## src/rtl/count_uart_tx.sv

```systemverilog
`timescale 1ns/1ps
`default_nettype none
// ============================================================================
// count_uart_tx : sends every new 4-bit counter value as one ASCII hex char
//                 over an 8N1 UART line.                        Revision 1.0
// ============================================================================
module count_uart_tx #(
  parameter int CLK_HZ = 100_000_000,
  parameter int BAUD   = 115_200
) (
  input  logic       Clock,
  input  logic       Reset_n,
  input  logic [3:0] Q,
  output logic       Tx,
  output logic       Busy,
  output logic       Overrun
);
  localparam int DIVISOR = CLK_HZ / BAUD;
  localparam int CNT_W   = (DIVISOR > 2) ? $clog2(DIVISOR) : 1;
  localparam logic [CNT_W-1:0] C_CNT_LAST = CNT_W'(DIVISOR - 1);
  localparam logic [CNT_W-1:0] C_CNT_ONE  = CNT_W'(1);

  generate
    if (DIVISOR < 2) begin : g_divisor_check
      $error("count_uart_tx: CLK_HZ / BAUD must be at least 2");
    end
  endgenerate

  typedef enum logic [1:0] {
    S_IDLE  = 2'd0,
    S_START = 2'd1,
    S_DATA  = 2'd2,
    S_STOP  = 2'd3
  } state_t;

  state_t           r_state;
  state_t           w_state_nxt;
  logic [3:0]       r_sent;
  logic [3:0]       r_q_prev;
  logic             r_valid;
  logic             r_chg;
  logic [7:0]       r_shift;
  logic [CNT_W-1:0] r_cnt;
  logic [2:0]       r_bit;
  logic             r_tx;
  logic             r_busy;
  logic             r_overrun;
  logic             w_tx_nxt;
  logic             w_trigger;
  logic             w_bit_end;
  logic             w_in_frame;
  logic             w_q_changed;
  logic             w_q_is_sent;
  logic             w_overrun;
  logic [7:0]       w_char;

  assign w_trigger   = !r_valid || (Q != r_sent);
  assign w_bit_end   = (r_cnt == C_CNT_LAST);
  assign w_in_frame  = (r_state != S_IDLE);
  assign w_q_changed = (Q != r_q_prev);
  assign w_q_is_sent = (Q == r_sent);
  // A return to the value already on the line owes nothing, so never flags.
  assign w_overrun   = w_in_frame && w_q_changed && !w_q_is_sent && r_chg;
  assign w_char      = (Q < 4'd10) ? (8'h30 + {4'd0, Q}) : (8'h37 + {4'd0, Q});

  always_ff @(posedge Clock or negedge Reset_n) begin
    if (!Reset_n) begin
      r_state <= S_IDLE;
    end else begin
      r_state <= w_state_nxt;
    end
  end

  always_comb begin
    w_state_nxt = r_state;
    w_tx_nxt    = 1'b1;
    case (r_state)
      S_IDLE: begin
        if (w_trigger) w_state_nxt = S_START;
      end
      S_START: begin
        w_tx_nxt = 1'b0;
        if (w_bit_end) w_state_nxt = S_DATA;
      end
      S_DATA: begin
        w_tx_nxt = r_shift[0];
        if (w_bit_end && (r_bit == 3'd7)) w_state_nxt = S_STOP;
      end
      S_STOP: begin
        if (w_bit_end) w_state_nxt = S_IDLE;
      end
      default: w_state_nxt = S_IDLE;
    endcase
  end

  // Line outputs are registered one cycle behind the state, glitch-free.
  always_ff @(posedge Clock or negedge Reset_n) begin
    if (!Reset_n) begin
      r_sent    <= 4'd0;
      r_q_prev  <= 4'd0;
      r_valid   <= 1'b0;
      r_chg     <= 1'b0;
      r_shift   <= 8'd0;
      r_cnt     <= '0;
      r_bit     <= 3'd0;
      r_tx      <= 1'b1;
      r_busy    <= 1'b0;
      r_overrun <= 1'b0;
    end else begin
      r_q_prev  <= Q;
      r_tx      <= w_tx_nxt;
      r_busy    <= w_in_frame;
      r_overrun <= w_overrun;
      if (!w_in_frame || w_bit_end) begin
        r_cnt <= '0;
      end else begin
        r_cnt <= r_cnt + C_CNT_ONE;
      end
      if (w_in_frame && w_q_changed) begin
        r_chg <= !w_q_is_sent;
      end
      case (r_state)
        S_IDLE: begin
          if (w_trigger) begin
            r_shift <= w_char;
            r_sent  <= Q;
            r_valid <= 1'b1;
            r_chg   <= 1'b0;
            r_bit   <= 3'd0;
          end
        end
        S_DATA: begin
          if (w_bit_end) begin
            r_shift <= {1'b0, r_shift[7:1]};
            r_bit   <= r_bit + 3'd1;
          end
        end
        default: ;
      endcase
    end
  end

  assign Tx      = r_tx;
  assign Busy    = r_busy;
  assign Overrun = r_overrun;

endmodule
`default_nettype wire

```

## config.mk

```make
export PLATFORM = sky130hd
export DESIGN_NAME = count_uart_tx
export DESIGN_NICKNAME = d
export VERILOG_FILES = /design/src/rtl/count_uart_tx.sv
export SDC_FILE = /design/constraint.sdc
export NUM_CORES = 1
export LEC_CHECK = 0
export CAP_MARGIN = 10
export CORE_ASPECT_RATIO = 0.7
export CORE_MARGIN = 10
export CORE_UTILIZATION = 38
export DETAILED_ROUTE_END_ITERATION = 12
export GPL_TIMING_DRIVEN = 0
export HOLD_SLACK_MARGIN = 0.03
export PLACE_DENSITY = 0.54
export SYNTH_ARGS = -nofsm -noshare
export SYNTH_HDL_FRONTEND = slang
export SYNTH_SLANG_ARGS = --single-unit
```

## constraint.sdc

```tcl
create_clock -name Clock -period 4.7 [get_ports Clock]
set_clock_uncertainty 0.05 [all_clocks]
set_input_delay 0.47 -clock Clock [delete_from_list [all_inputs] [get_ports Clock]]
set_output_delay 0.47 -clock Clock [all_outputs]
set_load 0.01 [all_outputs]
```

==> implementation parameters <==
Parameter                              Value

Place
  Routability cong.    0.760
  Placed wire-length estimate after detailed placement    2.30 mm
  Post-detailed-placement cell area    2020 um^2
  Input/output buffers    8

Job
  Max-cap violations    0

GRT
  Total global routing track utilization    8.80%
  Initial antenna violation count    0
  Number of global-route vias before repair    1,213
  First-pass GRT wire length    5.80 mm
  Sum of overflow across all layers after global routing    0
  Largest net degree at the start of global routing    36

Timing
  RSZ-0062 raised after global routing    no
  Final setup viols    0
  Time the worst path needs with I/O delays and setup    2.11 ns
  Slew Limit Headroom    46.5%
  Highest Clock Rate    0.474 GHz
  Final max-slew violation count    0
  Transition time at the pin with the least slew margin    0.802 ns
  Hold Fails Final Rpt    0
  Crit share post-route    44.9%
  Setup Total Neg Slack    0 ns

Critical path
  Buffers plus inverters on the worst setup path    4
  Reg-to-reg slack, setup    2.59 ns
  Startpoint kind of the worst setup timing path    register
  Setup CP Type    register to register
  Cell class contributing the biggest share of worst-path delay    buffers and inverters
  Highest fanout seen on the critical path    10
  Startpoint of the worst-slack reg-to-reg timing path    r_state[0]
  Biggest cell delay along the critical path    0.40 ns
  Critical Path Sink    r_shift[2]
  Worst setup path startpoint    r_state[0]
  Top cell by count, worst path    inv_1
  R2R Path End    r_shift[2]
  Critical Path AT    2.23 ns
  Ordered cell list for the critical path    inv_1 > ha_1 > buf_2 > inv_1 > nor4_2 > o22a_1 > buf_6 > mux2_4
  Required @ worst endpoint    4.82 ns
  Cell count of the worst reg-to-reg path    8
  Endpoint type of the worst setup path    register
  Crit-path slowest cell    dfrtp_1
  CP Depth    8

Clocking
  Maximum level of the CTS H-tree    2
  # Post-CTS Setup Buffers    0
  Number of gates given a new drive strength after cts    0
  Clock Pin Slew Worst Setup and Hold Paths    0.07 ns
  Post-CTS Hold Buffers    0
  TritonCTS clock tree    done
  TritonCTS Sinks    35
  CTS Buf Count    5
  Clk Latency, worst-skew pair    0.29 ns
  Number of buffers on the longest clock path    2
  Clk root buf    clkbuf_8

Finish
  Synth-to-Final Area Change    13.0%
  Antenna diode count    0
  Fraction of final layout cells sized beyond drive strength 1    20.9%
  Net count of the finished layout    190
  # fillers    460
  Final design area excluding fillers    2110 um^2

Synth
  Largest cells by area after synthesis    dfrtp_1 (46%), mux2_4 (5.6%), xnor2_1 (5.6%)
  Total nets after synthesis    175
  Fraction of the mapped netlist area in compound gates    7.25%
  Dominant synthesized flop cell    dfrtp_1
  Area fraction of the dominant cell type after synthesis    45.7%
  EDFF count, synth    0
  Top post-synthesis cells by count    dfrtp_1 (34), nor2_1 (16), inv_1 (14), xnor2_1 (12), nand2_1 (11)
  Area fraction in and, or, nand and nor cells after synthesis    12.9%
  Sequential fraction of the synthesis area    47.1%
  Main combinational cell family by area after synthesis    simple AND/OR/NAND/NOR gates
  Total number of yosys warnings    0
  Area share of fa/ha/maj cells after synthesis    5.37%
  Post-synthesis cell area    1860 um^2
  Post-Synthesis Cells    161
  Asr flop ratio synth    100%
  Register bit count reported by yosys    35
  Post-synth top area cell    dfrtp_1
  XOR/XNOR share of the synthesized area    10.3%
  Most instantiated library cell after synthesis    dfrtp_1
  Average footprint of a synthesized cell    11.6 um^2
  Portion of netlist area occupied by mux cells    11.3%
  Distinct cell type count of the synthesized netlist    38

Die
  Die width    104 um
  Starting density of the core    39.2%
  Area of the core    4760 um^2
  Std-Cell Rows    21
  Vertical die dimension    78.6 um
  Die area    8150 um^2
  Number of top-level pins    9

Route
  DRC marker count from the first detailed-route iteration    28
  DRC violations left    0
  Total via count after detailed routing    1,146
  Vias/cell    4.66
  Pre-Repair DR Iteration Count    4
  Drt wl/cell    13.1 um
  Total wire length    3.22 mm
  Routed Antenna Nets    0

Power and ir drop
  Total power density per cell area    262 nW/um^2
  Peak ir drop on the vdd network    0.137 mV
  Power Total    551 uW
  Static power due to leakage    0.000961 uW

Worst hold path
  Path category of the worst min-delay check    input pin to async pin

Run status
  Run status    complete, no violations
final cells by class:
type                       count  area (um^2)  area share (%)
buffer                         8         56.3            2.67
clock inverter                 1         5.00           0.238
tap                           69         86.3            4.10
inverter                      14         52.6            2.50
timing repair buffer           8         75.1            3.57
clock buffer                   7         76.3            3.62
multi-input combinational    104          877            41.7
sequential                    35          877            41.7
report_power, final:
group / total (uW) / internal [uW] / switching, uW
Sequential: 305 / 304 / 1.26
Clock: 211 / 104 / 107
Combinational: 35.0 / 16.0 / 19.0
sequential cells by signal (all words and copies together), names as in the netlist, 2 cells and up:
| signal | flops |
|---|---|
| r_cnt | 10 |
| r_bit | 3 |
| r_state | 2 |
| r_shift | 7 |
| r_sent | 4 |
| r_q_prev | 4 |
worst min-delay path by stage:
stage | start | end | depth (start not counted) | slack, ns
CTS | Reset_n | r_q_prev[0] | 1 | 0.24
floorplan | Reset_n | Busy | 0 | 0.12
global placement | r_cnt[0] | r_cnt[0] | 1 | 0.39
detailed placement | r_cnt[0] | r_cnt[0] | 1 | 0.40
global route | Reset_n | r_q_prev[0] | 1 | 0.27
finish | Reset_n | r_sent[2] | 1 | 0.22
metrics by stage:
| stage | utilization [%] | setup slack [ns] | hold slack [ns] | instances |
|---|---|---|---|---|
| final | 44.3 | 2.59 | 0.218 | 246 |
| after global routing | 44.3 | 2.36 | 0.270 | 246 |
| after CTS | 44.3 | 2.58 | 0.241 | 246 |
| after detailed placement | 42.6 | 2.32 | 0.402 | 238 |
| after global placement | 42.7 | 2.35 | 0.394 | 238 |
| after floorplan | - | 2.79 | 0.124 | 161 |
cell families (layout without fill, tap and decap cells):
family,count (synthesis),after routing
and+or+nand+nor,44,44
DFF,35,35
buffers and inverters,22,38
xor gates and xnor gates,18,18
AOI/OAI and AO/OA,17,17
muxes,17,17
adders and majority gates,8,8
routing by layer:
| metal | up-vias | track usage [%] | wire [um] |
|---|---|---|---|
| met5 | - | 0 | 0 |
| met4 | 0 | 4.16 | 55 |
| met3 | 7 | 3.83 | 137 |
| met2 | 12 | 13.4 | 1430 |
| met1 | 558 | 10.5 | 1590 |
| li1 | 569 | - | - |
cell usage in the layout, fill, tap and decap left out, types with 5 or more instances in the layout:
cell type,synthesis,routed
mux2i_1,6,6
nand2_1,11,11
nor2_1,16,16
ha_1,8,8
o21ai_0,6,6
clkdlybuf4s50_1,0,7
xnor2_1,12,12
mux2_4,7,7
dfrtp_1,34,34
inv_1,14,14
clkbuf_8,0,5
No activity file was read; power rests on OpenSTA's default activity.
==> RTL edit 1, RTL diff (same flow settings) <==
Encoding of `state_t`: now one-hot (4 bits for 4 states).
--- a/src/rtl/count_uart_tx.sv
+++ b/src/rtl/count_uart_tx.sv
@@ -28,7 +28,7 @@
 
-  typedef enum logic [1:0] {
-    S_IDLE  = 2'd0,
-    S_START = 2'd1,
-    S_DATA  = 2'd2,
-    S_STOP  = 2'd3
+  typedef enum logic [3:0] {
+    S_IDLE  = 4'b0001,
+    S_START = 4'b0010,
+    S_DATA  = 4'b0100,
+    S_STOP  = 4'b1000
   } state_t;
Formal check against the unedited RTL: no difference found for any inputs over 10 cycles, from zero or initial values and one cycle with Reset_n low; not proved beyond that.
==> RTL edit 1 against the unedited design <==
- non-clock buffer count shrank 2
- final area shrank 5.7%
- wire length grew 3.1%
- cell count shrank 0.81%
- power grew 6.3%
- worst setup slack lost 0.19 ns
- count of clock-buffer cells in the layout shrank 1
- global-route usage grew 0.27 points
- die area shrank 4.3%
- sequential cell count grew 2
- first-iteration DRC count grew 130%
- synthesized area shrank 5.6%
- register-to-register slack lost 0.13 ns
- largest power group unchanged
==> RTL edit 1: results <==
[power_and_ir_drop]
ir_drop_v = 0.0001265
p_sw_share_pct = 23.24
cellLeakagePower_nw = 0.8688
power_frac_comb_pct = 6.9
intPower_mw = 0.4497
pwr-share-clk_pct = 36.0

[clock_tree]
clockBufferDepth = 2
hold_buffers = 0
path_clk_slew_ns = 0.07
cts_resized = 0
root_buffer = clkbuf_8
clkLatencyLatePin_ns = 0.28

[placement]
dp_hpwl_um = 2416
io_buffers = 8
gp_congestion = 0.7806

[sta]
max_slew_margin_pct = 45.95
finalSetupTns_ns = 0

[global_route]
grtUsageTotal_pct = 9.074
grt_first_pass_wirelength_um = 5733
first_global_vias = 1183
grt_max_degree = 38
grt_antenna_before_repair = 0

[outcome]
status = finished clean

[synthesis]
ys_types = 41
ys.warnings.count = 0
ys_async_sr_fraction_pct = 100.0
synth_commonest_cells = dfrtp_1 (35), nand2_1 (22), nor2_1 (17)
synth_nets = 183
ys_top_cells_by_area = dfrtp_1 (50%), xnor2_1 (7.0%), nand2_1 (4.7%)
yosysSeqAreaShare_pct = 52.77

[layout]
final_nets = 198
drive_above_1_share_pct = 11.64
diodes = 0

[drt]
drt_iter0_markers = 65
wire_per_inst_um = 13.59
via_per_inst = 4.930
drtPass1Iterations = 4

[setup_path]
cp_slowest_cell = clkdlybuf4s50_1
cpPeakStageDelay_ns = 0.48
arrival_ns = 2.42
worstPathMaxFanout = 7
[RTL edit 1: cell types whose count changed after synthesis, moves of 3 or more]
cell     unedited run  this run
nand2_1            11        22
mux2_4              7         0
mux2i_1             6         0
nand3_1             3         8
o21ai_0             6        11
ha_1                8         4
inv_1              14        10
mux2_2              4         0
a21oi_1             4         7
buf_6               3         0
[RTL edit 1: layout make-up]
type                            instances  area (µm²)
Inverter                               11       41.29
Fill cell                             433        2419
Tap cell                               55       68.82
Clock inverter                          2       10.01
Sequential cell                        37       928.4
Buffer                                  6       26.28
Timing Repair Buffer                    8       75.07
Multi-Input combinational cell        119       763.2
Clock buffer                            6       72.57
[RTL edit 1: path summary, 6_finish.rpt]
path / slack [ns] / endpoint / cells after the start / start
max in group asynchronous: 3.86 / r_state[3]$_DFFE_PN0P_ / 1 / Reset_n
worst min-delay path: 0.22 / r_q_prev[3]$_DFF_PN0_ / 1 / Reset_n
worst max register to register: 2.46 / r_shift[1]$_DFFE_PN0P_ / 6 / r_state[0]$_DFFE_PN1P_
worst min register to register: 0.45 / r_sent[1]$_DFFE_PN0P_ / 2 / r_sent[1]$_DFFE_PN0P_
worst max-delay path: 2.41 / r_shift[3]$_DFFE_PN0P_ / 7 / Q[1]
min in group Clock: 0.45 / r_sent[1]$_DFFE_PN0P_ / 2 / r_sent[1]$_DFFE_PN0P_
[RTL edit 1: cell families (layout without fill, tap and decap cells)]
group	Yosys count	in the layout	share of synthesized area (%)
adder cells (fa/ha/maj)	4	4	2.845
flip-flops	37	37	52.77
AND/OR/NAND/NOR	66	66	19.28
buffers and inverters	17	33	3.840
AO/OA/AOI/OAI	32	32	12.80
XOR/XNOR	17	17	8.464
[RTL edit 1: critical path, delay by kind of cell]
family	cells	cell delay, ns
and+or+nand+nor	2	0.37
xor gates and xnor gates	1	0.17
AOI/OAI and AO/OA	2	0.65
buffers and inverters	2	0.75
[RTL edit 1: per-layer routing]
layer  GRT usage, %  share of wire, %  vias up
li1               -                 -      621
met1          13.19                55      572
met2          11.65                41        8
met3          4.118               3.3        2
met4          2.083              0.39        0
met5              0                 0        -
[RTL edit 1: stage by stage]
stage | cells | area, µm² | setup slack [ns] | hold WS, ns | utilization, %
2_1_floorplan | 173 | 1759 | 2.822 | 0.1244 | -
6_report | 244 | 1986 | 2.406 | 0.2181 | 45.09
3_3_place_gp | 236 | 1908 | 2.131 | 0.4308 | 43.32
4_1_cts | 244 | 1986 | 2.415 | 0.2538 | 45.09
3_5_place_dp | 236 | 1903 | 2.111 | 0.4343 | 43.21
5_1_grt | 244 | 1986 | 2.275 | 0.2843 | 45.09
==> RTL edit 2, RTL diff (same flow settings) <==
Made on the original files. Set the parameter `BAUD` to 230_400 (it was 115_200).
--- a/src/rtl/count_uart_tx.sv
+++ b/src/rtl/count_uart_tx.sv
@@ -8,3 +8,3 @@
   parameter int CLK_HZ = 100_000_000,
-  parameter int BAUD   = 115_200
+  parameter int BAUD   = 230_400
 ) (
Formal check against the unedited RTL: same outputs for any inputs over 10 cycles, from zero or initial values and one cycle with Reset_n low; that may be too few to reach the edited logic, so the function may still have changed.
==> RTL edit 2 against the unedited design <==
- synthesized area decreased by 8.7%
- wire length shrank 10%
- sequential cell count decreased by 1
- final area is 8.7% lower
- worst setup slack got worse by 0.080 ns
- power fell by 0.47%
- cell count is 9.8% lower
- hold slack worse by 0.0062 ns
- critical path type is now primary input to flop
- critical endpoint unchanged
==> RTL edit 2: results <==
[global_route]
grt_first_pass_wirelength_um = 5037
grt_max_degree = 35
grtUsageTotal_pct = 8.163

[power_and_ir_drop]
ir_drop_v = 0.0001471
cellLeakagePower_nw = 0.8260

[setup_path]
cp_slowest_cell = clkdlybuf4s50_1
cpPeakStageDelay_ns = 0.47
rr_worst_depth = 6

[sta]
timing.hold.ws_ns = 0.2117
worstMarginPinSlew_ns = 0.7605

[synthesis]
ys_top_cells_by_area = dfrtp_1 (49%), mux2_2 (7.9%), ha_1 (6.6%)
synth_nets = 167
synth_commonest_cells = dfrtp_1 (33), nand2_1 (13), nor2_1 (13)
yosysSeqAreaShare_pct = 50.07
ys_types = 31

[drt]
dr_wl_met2_um = 1198
routed_wl_um = 2887
drt_iter0_markers = 60
via_per_inst = 4.914
routed-wl-met3_um = 170

[placement]
dp_hpwl_um = 2096
gp_congestion = 0.7539

[outcome]
status = finished clean

[layout]
largest_registers = r_cnt: 9 flops, r_shift: 7 flops
n_fill_cell = 402
drive_above_1_share_pct = 15.57
==> RTL edit 2: cell count changes in the layout (fill, tap and decap cells not counted), moves of 2 or more <==
cell,delta
a31oi_1,+2
buf_6,-2
inv_1,-2
mux2_2,+8
mux2_4,-7
nand2_1,+2
nor2_1,-3
xnor2_1,-2
xnor2_2,-2
xor2_1,+4
==> RTL edit 2: per-layer routing <==
metal / vias up / GRT usage, %
li1: 541 / -
met1: 527 / 10.90
met2: 17 / 11.03
met3: 6 / 3.623
met4: 0 / 3.380
met5: - / 0
==> RTL edit 2: worst register-to-register path, cell delays in order, from the launching register on <==
cell and delay, ns:
dfrtp_1 0.42, inv_1 0.10, ha_1 0.15, clkbuf_1 0.30, a31oi_1 0.19, a31oi_4 0.40, mux2_2 0.39
==> RTL edit 2: report_power, final <==
| group | internal (mW) | switching (mW) | total (mW) |
|---|---|---|---|
| registers | 0.303 | 0.00474 | 0.308 |
| clock network | 0.102 | 0.0957 | 0.198 |
| logic | 0.0206 | 0.0230 | 0.0436 |
| total | 0.425 | 0.123 | 0.549 |
==> RTL edit 2: area by class of cell <==
type                            instances  share of cell area, %
Sequential cell                        34                  44.34
Multi-Input combinational cell        100                  40.17
Clock buffer                            7                  3.971
Timing Repair Buffer                    8                  3.906
Tap cell                               55                  3.581
Inverter                               12                  2.344
Buffer                                  6                  1.693
==> RTL edit 2: cell families after synthesis <==
| family | share of synthesized area, % |
|---|---|
| buf+inv | 4.559 |
| mux | 10.88 |
| compound gates | 7.500 |
| simple gates | 11.62 |
| flops | 50.07 |
| xor+xnor | 8.750 |
| fa+ha+maj | 6.618 |
==> RTL edit 2: worst max path at each step <==
stage,start,end,slack (ns),depth (start not counted)
6_report,Q[2],r_shift[2]$_DFFE_PN0P_,2.51,6
5_1_grt,Q[2],r_shift[2]$_DFFE_PN0P_,2.40,6
4_1_cts,Q[2],r_shift[2]$_DFFE_PN0P_,2.50,6
3_5_place_dp,Q[2],r_shift[2]$_DFFE_PN0P_,2.21,6
3_3_place_gp,Q[3],r_shift[2]$_DFFE_PN0P_,2.24,6
2_1_floorplan,r_state[0]$_DFFE_PN0P_,r_bit[0]$_DFFE_PN0P_,2.84,6
==> RTL edit 2: metrics by stage <==
step	setup WS [ns]	area (µm²)	cells	utilization, %
finish	2.512	1922	222	44.39
global route	2.400	1922	222	44.39
CTS	2.500	1922	222	44.39
detailed placement	2.211	1846	215	42.63
global placement	2.240	1851	215	42.75
floorplan	2.844	1702	152	-
